`src/rtl/rst_cipher_ctrl.sv`:
```
// RST cipher sequencer: serial key capture and validation, rotation-table load,
// then per-character plaintext to (row header, column header) ciphertext pairs.
module rst_cipher_ctrl #(
    parameter int KEY_LEN = 12,
    parameter int TBL_LAT = 1
) (
    input  logic                 clk,
    input  logic                 rst,
    input  logic                 key_valid,
    input  logic [7:0]           key_char,
    output logic                 key_ready,
    input  logic                 rekey,
    output logic [8*KEY_LEN-1:0] tbl_key,
    output logic                 tbl_load,
    input  logic                 pt_valid,
    input  logic [7:0]           pt_char,
    output logic                 pt_ready,
    output logic                 ct_valid,
    output logic [7:0]           ct_char,
    input  logic                 ct_ready,
    output logic                 busy,
    output logic                 key_ok,
    output logic                 err_repeated_char,
    output logic                 err_invalid_key_char,
    output logic                 err_invalid_pt
);

    typedef enum logic [2:0] {S_LOAD, S_CFG, S_WAIT, S_RUN, S_ERR} state_t;
    typedef enum logic [1:0] {O_IDLE, O_HI, O_LO} ostage_t;

    localparam logic [3:0] KEY_LAST  = 4'(KEY_LEN - 1);
    localparam logic [3:0] WAIT_LAST = 4'(TBL_LAT - 1);

    state_t                    state, state_nx;
    ostage_t                   ostage;
    logic [KEY_LEN-1:0][7:0]   key_q;
    logic [3:0]                cnt;
    logic [3:0]                wait_cnt;
    logic [7:0]                col_byte;

    logic       key_acc, last_key, dup, key_bad;
    logic       err_rep_nx, err_inv_nx;
    logic       pt_acc, pt_ok, pt_alpha, pt_digit;
    logic [7:0] pt_lc;
    logic [5:0] pt_k;
    logic [2:0] pt_row, pt_col;
    logic [7:0] row_sel, col_sel;

    function automatic logic is_alnum(input logic [7:0] c);
        return (c >= 8'h41 && c <= 8'h5A) || (c >= 8'h61 && c <= 8'h7A) ||
               (c >= 8'h30 && c <= 8'h39);
    endfunction

    // Header layout interleaves row and column headers through the key.
    function automatic logic [3:0] row_key_idx(input logic [2:0] r);
        case (r)
            3'd0:    return 4'd0;
            3'd1:    return 4'd10;
            3'd2:    return 4'd2;
            3'd3:    return 4'd8;
            3'd4:    return 4'd4;
            default: return 4'd6;
        endcase
    endfunction

    function automatic logic [3:0] col_key_idx(input logic [2:0] c);
        case (c)
            3'd0:    return 4'd1;
            3'd1:    return 4'd11;
            3'd2:    return 4'd3;
            3'd3:    return 4'd9;
            3'd4:    return 4'd5;
            default: return 4'd7;
        endcase
    endfunction

    assign tbl_key   = key_q;
    assign key_ready = (state == S_LOAD);
    assign key_ok    = (state == S_RUN);
    assign busy      = !((state == S_RUN) && (ostage == O_IDLE));
    // A new character may enter in the same cycle the LO byte drains.
    assign pt_ready  = (state == S_RUN) &&
                       ((ostage == O_IDLE) || ((ostage == O_LO) && ct_ready));

    assign key_acc    = key_valid && key_ready && !rekey;
    assign last_key   = key_acc && (cnt == KEY_LAST);
    assign key_bad    = !is_alnum(key_char);
    assign err_rep_nx = err_repeated_char || (key_acc && dup);
    assign err_inv_nx = err_invalid_key_char || (key_acc && key_bad);
    assign pt_acc     = pt_valid && pt_ready && !rekey;

    always_comb begin
        dup = 1'b0;
        for (int i = 0; i < KEY_LEN; i++)
            if (4'(i) < cnt && key_q[i] == key_char) dup = 1'b1;
    end

    always_comb begin
        pt_lc = pt_char;
        if (pt_char >= 8'h41 && pt_char <= 8'h5A) pt_lc = pt_char | 8'h20;
        pt_alpha = (pt_lc >= 8'h61 && pt_lc <= 8'h7A);
        pt_digit = (pt_lc >= 8'h30 && pt_lc <= 8'h39);
        pt_ok    = pt_alpha || pt_digit;
        pt_k     = 6'd0;
        if (pt_alpha)      pt_k = 6'(pt_lc - 8'h61);
        else if (pt_digit) pt_k = 6'(pt_lc - 8'h30) + 6'd26;
        pt_row  = 3'(pt_k / 6'd6);
        pt_col  = 3'(pt_k % 6'd6);
        row_sel = key_q[row_key_idx(pt_row)];
        col_sel = key_q[col_key_idx(pt_col)];
    end

    always_ff @(posedge clk) begin
        if (rst) state <= S_LOAD;
        else     state <= state_nx;
    end

    always_comb begin
        state_nx = state;
        case (state)
            S_LOAD: if (last_key) state_nx = (err_rep_nx || err_inv_nx) ? S_ERR : S_CFG;
            S_CFG:  state_nx = S_WAIT;
            S_WAIT: if (wait_cnt == WAIT_LAST) state_nx = S_RUN;
            default: state_nx = state;
        endcase
        if (rekey) state_nx = S_LOAD;
    end

    always_ff @(posedge clk) begin
        if (rst) begin
            key_q                <= '0;
            cnt                  <= 4'd0;
            wait_cnt             <= 4'd0;
            tbl_load             <= 1'b0;
            ostage               <= O_IDLE;
            ct_valid             <= 1'b0;
            ct_char              <= 8'h00;
            col_byte             <= 8'h00;
            err_repeated_char    <= 1'b0;
            err_invalid_key_char <= 1'b0;
            err_invalid_pt       <= 1'b0;
        end else begin
            tbl_load <= (state == S_CFG) && !rekey;
            if (rekey) begin
                // Key bytes are kept; only lifecycle and output state restart.
                cnt                  <= 4'd0;
                wait_cnt             <= 4'd0;
                ostage               <= O_IDLE;
                ct_valid             <= 1'b0;
                err_repeated_char    <= 1'b0;
                err_invalid_key_char <= 1'b0;
                err_invalid_pt       <= 1'b0;
            end else begin
                if (key_acc) begin
                    key_q[cnt]           <= key_char;
                    cnt                  <= cnt + 4'd1;
                    err_repeated_char    <= err_rep_nx;
                    err_invalid_key_char <= err_inv_nx;
                end
                wait_cnt <= (state == S_WAIT) ? wait_cnt + 4'd1 : 4'd0;
                case (ostage)
                    O_HI: if (ct_ready) begin
                        ct_char <= col_byte;
                        ostage  <= O_LO;
                    end
                    O_LO: if (ct_ready) begin
                        ct_valid <= 1'b0;
                        ostage   <= O_IDLE;
                    end
                    default: ;
                endcase
                if (pt_acc) begin
                    if (pt_ok) begin
                        ct_char  <= row_sel;
                        col_byte <= col_sel;
                        ct_valid <= 1'b1;
                        ostage   <= O_HI;
                    end else begin
                        err_invalid_pt <= 1'b1;
                    end
                end
            end
        end
    end

endmodule

```
`config.mk`:
```
export PLATFORM = sky130hd
export DESIGN_NAME = rst_cipher_ctrl
export DESIGN_NICKNAME = d
export VERILOG_FILES = /design/src/rtl/rst_cipher_ctrl.sv
export SDC_FILE = /design/constraint.sdc
export NUM_CORES = 1
export LEC_CHECK = 0
export ABC_AREA = 1
export CAP_MARGIN = 5
export CORE_MARGIN = 3
export CORE_UTILIZATION = 52
export CTS_CLUSTER_DIAMETER = 50
export DETAILED_ROUTE_END_ITERATION = 10
export PLACE_DENSITY = 0.79
export SYNTH_ARGS = -nofsm -noshare
export SYNTH_HDL_FRONTEND = slang
export SYNTH_SLANG_ARGS = --single-unit
```
`constraint.sdc`:
```
create_clock -name clk -period 3.7 [get_ports clk]
set_input_delay 0.74 -clock clk [delete_from_list [all_inputs] [get_ports clk]]
set_output_delay 0.74 -clock clk [all_outputs]
set_load 0.01 [all_outputs]
```
==> results of run 1 <==
## metal layers
metal	vias to the layer above	part of all wire [%]	GRT usage (%)
li1	4107	-	-
met1	4028	41	46.7
met2	545	44	53.4
met3	89	11	8.32
met4	0	3.6	14.8
met5	-	0	0
## worst max-delay path: stages
cell and delay [ps]:
sky130_fd_sc_hd__clkdlybuf4s50_1 550, sky130_fd_sc_hd__inv_2 80, sky130_fd_sc_hd__ha_1 230, sky130_fd_sc_hd__nand4_1 110, sky130_fd_sc_hd__nand3_1 90, sky130_fd_sc_hd__nand2_2 170, sky130_fd_sc_hd__nand3_1 110, sky130_fd_sc_hd__nand2_1 120
sky130_fd_sc_hd__inv_1 90, sky130_fd_sc_hd__nand3_1 80, sky130_fd_sc_hd__nand2_1 60, sky130_fd_sc_hd__nand2_2 70, sky130_fd_sc_hd__nand2_1 70, sky130_fd_sc_hd__nand2_2 80, sky130_fd_sc_hd__nand3_4 80, sky130_fd_sc_hd__nand3_1 100
sky130_fd_sc_hd__nand2_2 70, sky130_fd_sc_hd__inv_2 230, sky130_fd_sc_hd__a21oi_1 80, sky130_fd_sc_hd__o21ai_1 240, sky130_fd_sc_hd__nand2_1 100, sky130_fd_sc_hd__nand2_1 70, sky130_fd_sc_hd__nand2_1 40
## state kept, by name (all words and copies together), names as in the netlist
| signal | flops |
|---|---|
| state | 3 |
| ct_valid | 1 |
| err_repeated_char | 1 |
| wait_cnt | 4 |
| ct_char | 8 |
| ostage | 2 |
| err_invalid_pt | 1 |
| tbl_key | 96 |
| err_invalid_key_char | 1 |
| tbl_load | 1 |
| col_byte | 8 |
| cnt | 4 |
## area by class of cell
class,instances,share of cell area (%)
Clock buffer,18,4.25
Clock inverter,14,1.75
Inverter,136,5.06
Multi-Input combinational cell,798,42.4
Sequential cell,130,25.8
Tap cell,180,2.23
Timing Repair Buffer,203,18.5
## stage by stage
stage | hold slack [ps] | std cells | instance area [µm²] | power (mW)
after floorplan | 430 | 1125 | 7650 | 1.80
after global placement | 445 | 1447 | 9490 | 2.00
after detailed placement | 456 | 1447 | 9490 | 2.01
after CTS | 469 | 1479 | 10100 | 3.74
after global routing | 495 | 1479 | 10100 | 3.88
final | 461 | 1479 | 10100 | 3.76
## cells in the final DEF (no fill, tap or decap), types with 11 or more instances in the layout
cell type and instances:
sky130_fd_sc_hd__nor3_1 13, sky130_fd_sc_hd__ha_1 16, sky130_fd_sc_hd__o21ai_0 136, sky130_fd_sc_hd__nor2_1 51, sky130_fd_sc_hd__clkdlybuf4s50_1 134, sky130_fd_sc_hd__nand2_1 201, sky130_fd_sc_hd__o211ai_1 12, sky130_fd_sc_hd__o22ai_1 11
sky130_fd_sc_hd__nand3_1 80, sky130_fd_sc_hd__nand2_2 16, sky130_fd_sc_hd__nand4_1 18, sky130_fd_sc_hd__buf_4 68, sky130_fd_sc_hd__xor2_1 23, sky130_fd_sc_hd__clkbuf_16 17, sky130_fd_sc_hd__inv_1 121, sky130_fd_sc_hd__a21oi_1 132
sky130_fd_sc_hd__dfxtp_1 130, sky130_fd_sc_hd__xnor2_1 23, sky130_fd_sc_hd__nor4_1 13
## power by group through the flow
stage                     Clock [mW]  Sequential, mW  Combinational, mW
after floorplan                    0            1.47              0.338
after global placement             0            1.46              0.538
after detailed placement           0            1.46              0.541
after CTS                       1.76            1.43              0.546
after global routing            1.84            1.44              0.611
final                           1.76            1.43              0.559
## kinds of logic after synthesis
kind of cell	share of synthesized area, %
AOI/OAI and AO/OA	23.2
xor gates and xnor gates	5.27
DFF	34.0
adders and majority gates	2.62
buffers and inverters	10.1
and+or+nand+nor	24.8
## worst paths after layout
kind,endpoint,slack [ps],cells past startpoint
setup / recovery,ct_char[3],350,23
hold / removal,err_invalid_pt,460,1
setup reg to reg,state[1],1140,12
hold reg to reg,err_invalid_pt,460,1
## synth_stat cells (12+ instances only)
| master | count |
|---|---|
| sky130_fd_sc_hd__a21oi_1 | 132 |
| sky130_fd_sc_hd__nand2_2 | 15 |
| sky130_fd_sc_hd__xnor2_1 | 23 |
| sky130_fd_sc_hd__dfxtp_1 | 130 |
| sky130_fd_sc_hd__nor3_1 | 13 |
| sky130_fd_sc_hd__nand3_1 | 80 |
| sky130_fd_sc_hd__o21ai_0 | 137 |
| sky130_fd_sc_hd__xor2_1 | 23 |
| sky130_fd_sc_hd__nor4_1 | 13 |
| sky130_fd_sc_hd__inv_1 | 122 |
| sky130_fd_sc_hd__nand4_1 | 18 |
| sky130_fd_sc_hd__nor2_1 | 51 |
| sky130_fd_sc_hd__nand2_1 | 202 |
| sky130_fd_sc_hd__o211ai_1 | 12 |
| sky130_fd_sc_hd__ha_1 | 16 |
| sky130_fd_sc_hd__clkbuf_1 | 51 |
## what timing repair did
action,CTS,global route
setup endpoints to repair,0,2
hold endpoints to repair,0,0
hold buffers,0,0
resized for setup,0,2
==> insert_results.sql, run 1 <==
INSERT INTO impl_metrics (metric_group, metric, value, unit) VALUES
('critical_path', 'critical_path_arrival', '3670', 'ps'),
('logic_synthesis', 'synthesis.nets', '1163', ''),
('critical_path', 'path_class', 'input pin to flop', ''),
('logic_synthesis', 'yosysWarnings', '0', ''),
('power_and_ir_drop', 'power.switching', '1.06', 'mW'),
('cells_and_area', 'final.fill_count', '1176', ''),
('logic_synthesis', 'synth_largest_area_cell', 'sky130_fd_sc_hd__dfxtp_1', ''),
('clocking', 'cts-buffers-inserted', '17', ''),
('timing', 'final.setup_skew', '9.02', 'ps'),
('hold_path', 'timing.hold.worst.start', 'err_invalid_pt', ''),
('run_status', 'result_of_the_run', 'complete, no violations', ''),
('logic_synthesis', 'post_synth.cell_area_avg', '6.80', 'µm²'),
('placement', 'detailedPlacementHpwl', '20100', 'µm'),
('critical_path', 'path_max_fanout', '19', ''),
('placement', 'port_buffers', '134', ''),
('critical_path', 'required', '4030', 'ps'),
('clocking', 'clock_insertion_delay_worst_skew', '430', 'ps'),
('power_and_ir_drop', 'internal-power', '2.70', 'mW'),
('logic_synthesis', 'synth-seq-area-share', '34.0', '%'),
('placement', 'gp_congestion', '1.06', ''),
('cells_and_area', 'ff_latch_area', '0.00260', 'mm²'),
('floorplan', 'die_width', '127', 'µm'),
('global_route', 'wire_length_of_the_first_global_routing_pass', '44400', 'µm'),
('critical_path', 'r2r_start', 'state[2]', ''),
('logic_synthesis', 'synth_edf_count', '0', ''),
('drt', 'via_per_inst', '5.93', ''),
('drt', 'routed_wirelength', '27900', 'µm'),
('power_and_ir_drop', 'power_share_of_the_clock_group', '46.9', '%'),
('drt', 'dr_total_vias', '8769', ''),
('power_and_ir_drop', 'power_frac_comb', '14.9', '%'),
('critical_path', 'cp-startpoint', 'pt_char[1]', ''),
('cells_and_area', 'finished_core_util', '71.3', '%'),
('cells_and_area', 'flow.area_growth_from_synthesis', '32.0', '%'),
('floorplan', 'die-area', '0.0162', 'mm²'),
('power_and_ir_drop', 'power.leakage', '4.22', 'nW'),
('cells_and_area', 'total_area_of_multi_input_combinational_cells', '0.00428', 'mm²'),
('timing', 'slew-limit-headroom', '53.9', '%'),
('logic_synthesis', 'yosys_register_bits', '130', ''),
('critical_path', 'start_kind', 'input pin', ''),
('floorplan', 'initial_utilization', '54.1', '%'),
('placement', 'detailedPlace.worstSlack', '-150', 'ps'),
('power_and_ir_drop', 'pwr_cell_area', '372', 'mW/mm²'),
('clocking', 'tritoncts_clock_tree', 'yes', ''),
('logic_synthesis', 'synthDistinctLibCells', '43', ''),
('logic_synthesis', 'async_reset_ff_share', '0', '%'),
('clocking', 'clock-root-buffer', 'sky130_fd_sc_hd__clkbuf_16', ''),
('timing', 'min_period', '3350', 'ps'),
('hold_path', 'hold_class', 'flop to flop', ''),
('timing', 'setup_viol', '0', ''),
('power_and_ir_drop', 'ir_drop', '0.000280', 'V'),
('clocking', 'cts.reportedPaths.clkPinSlew', '60', 'ps'),
('timing', 'unrepaired_setup_endpoints_after_global_routing', 'false', ''),
('global_route', 'grt-ovfl-total', '0', ''),
('clocking', 'ctsLongestPathBuffers', '2', ''),
('timing', 'postLayoutSetupSlackWorst', '354', 'ps'),
('floorplan', 'io-pin-count', '135', ''),
('timing', 'finalMaxSlewViolations', '0', ''),
('timing', 'achievable-frequency', '0.299', 'GHz'),
('floorplan', 'core', '0.0141', 'mm²'),
('timing', 'fin_setup_tns', '0', 'ps'),
('clocking', 'clock_tree.htree_level_count', '4', ''),
('drt', 'drt-wirelength-per-cell', '18.8', 'µm'),
('logic_synthesis', 'synthTopCellsByArea', 'sky130_fd_sc_hd__dfxtp_1, sky130_fd_sc_hd__nand2_1, sky130_fd_sc_hd__o21ai_0', ''),
('global_route', 'grt_pass1_vias', '8298', ''),
('global_route', 'maximum_number_of_pins_on_one_net_before_global_route_repair', '68', ''),
('global_route', 'antenna_found_initial', '0', ''),
('drt', 'drtAntennaViolNets', '0', ''),
('global_route', 'grt_use_total', '34.7', '%'),
('timing', 'worstMarginPinSlew', '690', 'ps'),
('logic_synthesis', 'synth_cells', '1125', ''),
('logic_synthesis', 'synth_ff_type', 'sky130_fd_sc_hd__dfxtp_1', '');
Note: power is estimated with default switching activity, not from simulation.
==> run 2, diff against run 1 <==
--- a/config.mk
+++ b/config.mk
@@ -11,6 +11,7 @@
 export CORE_UTILIZATION = 52
 export CTS_CLUSTER_DIAMETER = 50
 export DETAILED_ROUTE_END_ITERATION = 10
+export MAX_ROUTING_LAYER = met4
 export PLACE_DENSITY = 0.79
 export SYNTH_ARGS = -nofsm -noshare
 export SYNTH_HDL_FRONTEND = slang
==> constraint.sdc (replaced) <==
create_clock -name clk -period 4.2 [get_ports clk]
set_input_delay 0.84 -clock clk [delete_from_list [all_inputs] [get_ports clk]]
set_output_delay 0.84 -clock clk [all_outputs]
set_load 0.01 [all_outputs]
==> insert_results.sql, run 2 (synthesis gave the netlist of run 1 again) <==
INSERT INTO impl_metrics (metric_group, metric, value, unit) VALUES
('power_and_ir_drop', 'power.share.sequential', '38.5', '%'),
('drt', 'dr_total_vias', '8627', ''),
('cells_and_area', 'final_common_cell', 'sky130_fd_sc_hd__nand2_1', ''),
('timing', 'setup_viol', '0', ''),
('clocking', 'clock_sink_count', '130', ''),
('cells_and_area', 'flow.area_growth_from_synthesis', '29.1', '%'),
('floorplan', 'row_count', '43', ''),
('run_status', 'result_of_the_run', 'complete, no violations', ''),
('floorplan', 'die_height', '127', 'µm'),
('clocking', 'clock_tree.htree_level_count', '4', ''),
('floorplan', 'die_width', '127', 'µm'),
('critical_path', 'path_max_fanout', '17', ''),
('critical_path', 'start_kind', 'input pin', ''),
('power_and_ir_drop', 'power.switching', '0.913', 'mW'),
('timing', 'final.setup_skew', '7.55', 'ps'),
('power_and_ir_drop', 'power.leakage', '4.08', 'nW'),
('timing', 'slew-limit-headroom', '35.4', '%'),
('job', 'max_cap_viol_count', '0', ''),
('power_and_ir_drop', 'pwr_cell_area', '332', 'mW/mm²'),
('cells_and_area', 'final_cell_mix', 'sky130_fd_sc_hd__nand2_1, sky130_fd_sc_hd__o21ai_0, sky130_fd_sc_hd__clkdlybuf4s50_1, sky130_fd_sc_hd__a21oi_1, sky130_fd_sc_hd__dfxtp_1', ''),
('drt', 'drt_pre_antenna_iters', '6', ''),
('clocking', 'ctsLongestPathBuffers', '2', ''),
('drt', 'drcViolationCount', '0', ''),
('critical_path', 'critical_path_arrival', '4020', 'ps'),
('drt', 'drt-wirelength-per-cell', '19.2', 'µm'),
('clocking', 'cts-resized-gates', '0', ''),
('timing', 'fin_setup_tns', '0', 'ps'),
('drt', 'routed_wirelength', '27900', 'µm'),
('cells_and_area', 'finished_core_util', '69.8', '%'),
('critical_path', 'required', '4510', 'ps'),
('power_and_ir_drop', 'internal-power', '2.37', 'mW'),
('timing', 'finalHoldViolations', '0', ''),
('timing', 'achievable-frequency', '0.270', 'GHz'),
('critical_path', 'worst-r2r-setup-slack', '1690', 'ps'),
('floorplan', 'initial_utilization', '54.1', '%'),
('clocking', 'cts.reportedPaths.clkPinSlew', '60', 'ps'),
('global_route', 'maximum_number_of_pins_on_one_net_before_global_route_repair', '43', ''),
('critical_path', 'path_class', 'input pin to flop', ''),
('power_and_ir_drop', 'netSwitchingFraction', '27.8', '%'),
('clocking', 'tritoncts_clock_tree', 'yes', ''),
('drt', 'drtAntennaViolNets', '0', ''),
('clocking', 'clock_insertion_delay_worst_skew', '430', 'ps'),
('placement', 'detailedPlacementHpwl', '20000', 'µm'),
('placement', 'gp_congestion', '1.04', ''),
('cells_and_area', 'num_antenna_cells', '0', ''),
('cells_and_area', 'design.final.nets', '1295', ''),
('clocking', 'clock-root-buffer', 'sky130_fd_sc_hd__clkbuf_16', ''),
('placement', 'port_buffers', '134', ''),
('global_route', 'antenna_found_initial', '0', ''),
('floorplan', 'io-pin-count', '135', ''),
('global_route', 'grt_use_total', '34.7', '%'),
('floorplan', 'die-area', '0.0162', 'mm²'),
('drt', 'via_per_inst', '5.95', ''),
('power_and_ir_drop', 'power_frac_comb', '14.2', '%'),
('timing', 'unrepaired_setup_endpoints_after_global_routing', 'false', ''),
('cells_and_area', 'fraction_of_layout_instances_using_a_drive_strength_above_1', '9.29', '%'),
('power_and_ir_drop', 'ir_drop', '0.000277', 'V'),
('clocking', 'post_cts_buffers', '0', ''),
('timing', 'worstMarginPinSlew', '968', 'ps'),
('clocking', 'cts-buffers-inserted', '17', ''),
('global_route', 'wire_length_of_the_first_global_routing_pass', '42700', 'µm'),
('floorplan', 'core', '0.0141', 'mm²'),
('timing', 'finalCritPeriodShare', '88.2', '%'),
('global_route', 'grt-ovfl-total', '0', ''),
('drt', 'initialDrtViolationCount', '1107', ''),
('clocking', 'postCtsHoldBufs', '0', ''),
('global_route', 'grt_pass1_vias', '7610', ''),
('hold_path', 'hold_class', 'flop to flop', ''),
('timing', 'min_period', '3710', 'ps'),
('timing', 'finalMaxSlewViolations', '0', ''),
('critical_path', 'worst_setup_path_end_kind', 'flop', ''),
('power_and_ir_drop', 'power_share_of_the_clock_group', '47.3', '%'),
('cells_and_area', 'largest_register_ffs', '96', '');
[run 2: cell types whose count changed in the layout (fill, tap and decap cells not counted), sizes merged]
cell,previous run,this run
buf,69,40
clkbuf,18,22
inv,136,133
clkinv,10,8
clkinvlp,1,3
bufinv,3,2
[run 2: area by class of cell]
class                      instances  area (µm²)
multi-input combinational        798        4280
clock buffer                      22         494
fill                            1213        4280
sequential                       130        2600
inverter                         136         510
clock inverter                    10         123
timing repair buffer             174        1640
tap                              180         225
[run 2: power by group through the flow]
stage / logic [mW] / clock network (mW) / registers, mW
3_3_place_gp: 0.450 / 0 / 1.29
2_1_floorplan: 0.297 / 0 / 1.29
4_1_cts: 0.457 / 1.55 / 1.26
5_1_grt: 0.508 / 1.60 / 1.26
6_report: 0.467 / 1.55 / 1.26
3_5_place_dp: 0.453 / 0 / 1.29
[run 2: metal layers]
metal  track usage [%]  part of all wire, %  vias up
met4              12.2                  3.1        0
met1              47.8                   43     3978
li1                  -                    -     4045
met3              5.31                   10       84
met2              51.8                   44      520
met5                 -                    0        -
[run 2: final timing paths]
kind,start,end,depth (start not counted)
min reg2reg,wait_cnt[0],wait_cnt[0],1
max reg2reg,state[2],state[0],14
max,pt_char[1],col_byte[6],21
min,wait_cnt[0],wait_cnt[0],1
[run 2: critical path: stages]
cell	delay, ps
sky130_fd_sc_hd__clkdlybuf4s50_1	630
sky130_fd_sc_hd__inv_2	110
sky130_fd_sc_hd__ha_1	220
sky130_fd_sc_hd__inv_1	70
sky130_fd_sc_hd__nand4_1	100
sky130_fd_sc_hd__nand3_1	90
sky130_fd_sc_hd__nand2_2	130
sky130_fd_sc_hd__nand3_1	120
sky130_fd_sc_hd__nand2_1	90
sky130_fd_sc_hd__inv_1	110
sky130_fd_sc_hd__nand3_1	70
sky130_fd_sc_hd__nand2_1	80
sky130_fd_sc_hd__nand2_2	60
sky130_fd_sc_hd__nand2_1	70
sky130_fd_sc_hd__nand2_2	80
sky130_fd_sc_hd__nand2_1	260
sky130_fd_sc_hd__nand3_4	240
sky130_fd_sc_hd__nand2_2	230
sky130_fd_sc_hd__nand2_1	70
sky130_fd_sc_hd__a21oi_1	240
sky130_fd_sc_hd__a21oi_1	100
[run 2: stage by stage]
step	instance area, µm²	power, mW	worst slack (ps)	std cells	hold WS [ps]
2_1_floorplan	7650	1.59	1140	1125	430
3_3_place_gp	9260	1.74	174	1418	447
3_5_place_dp	9260	1.74	96.7	1418	454
4_1_cts	9870	3.27	509	1450	468
5_1_grt	9870	3.37	177	1450	492
6_report	9870	3.28	495	1450	466
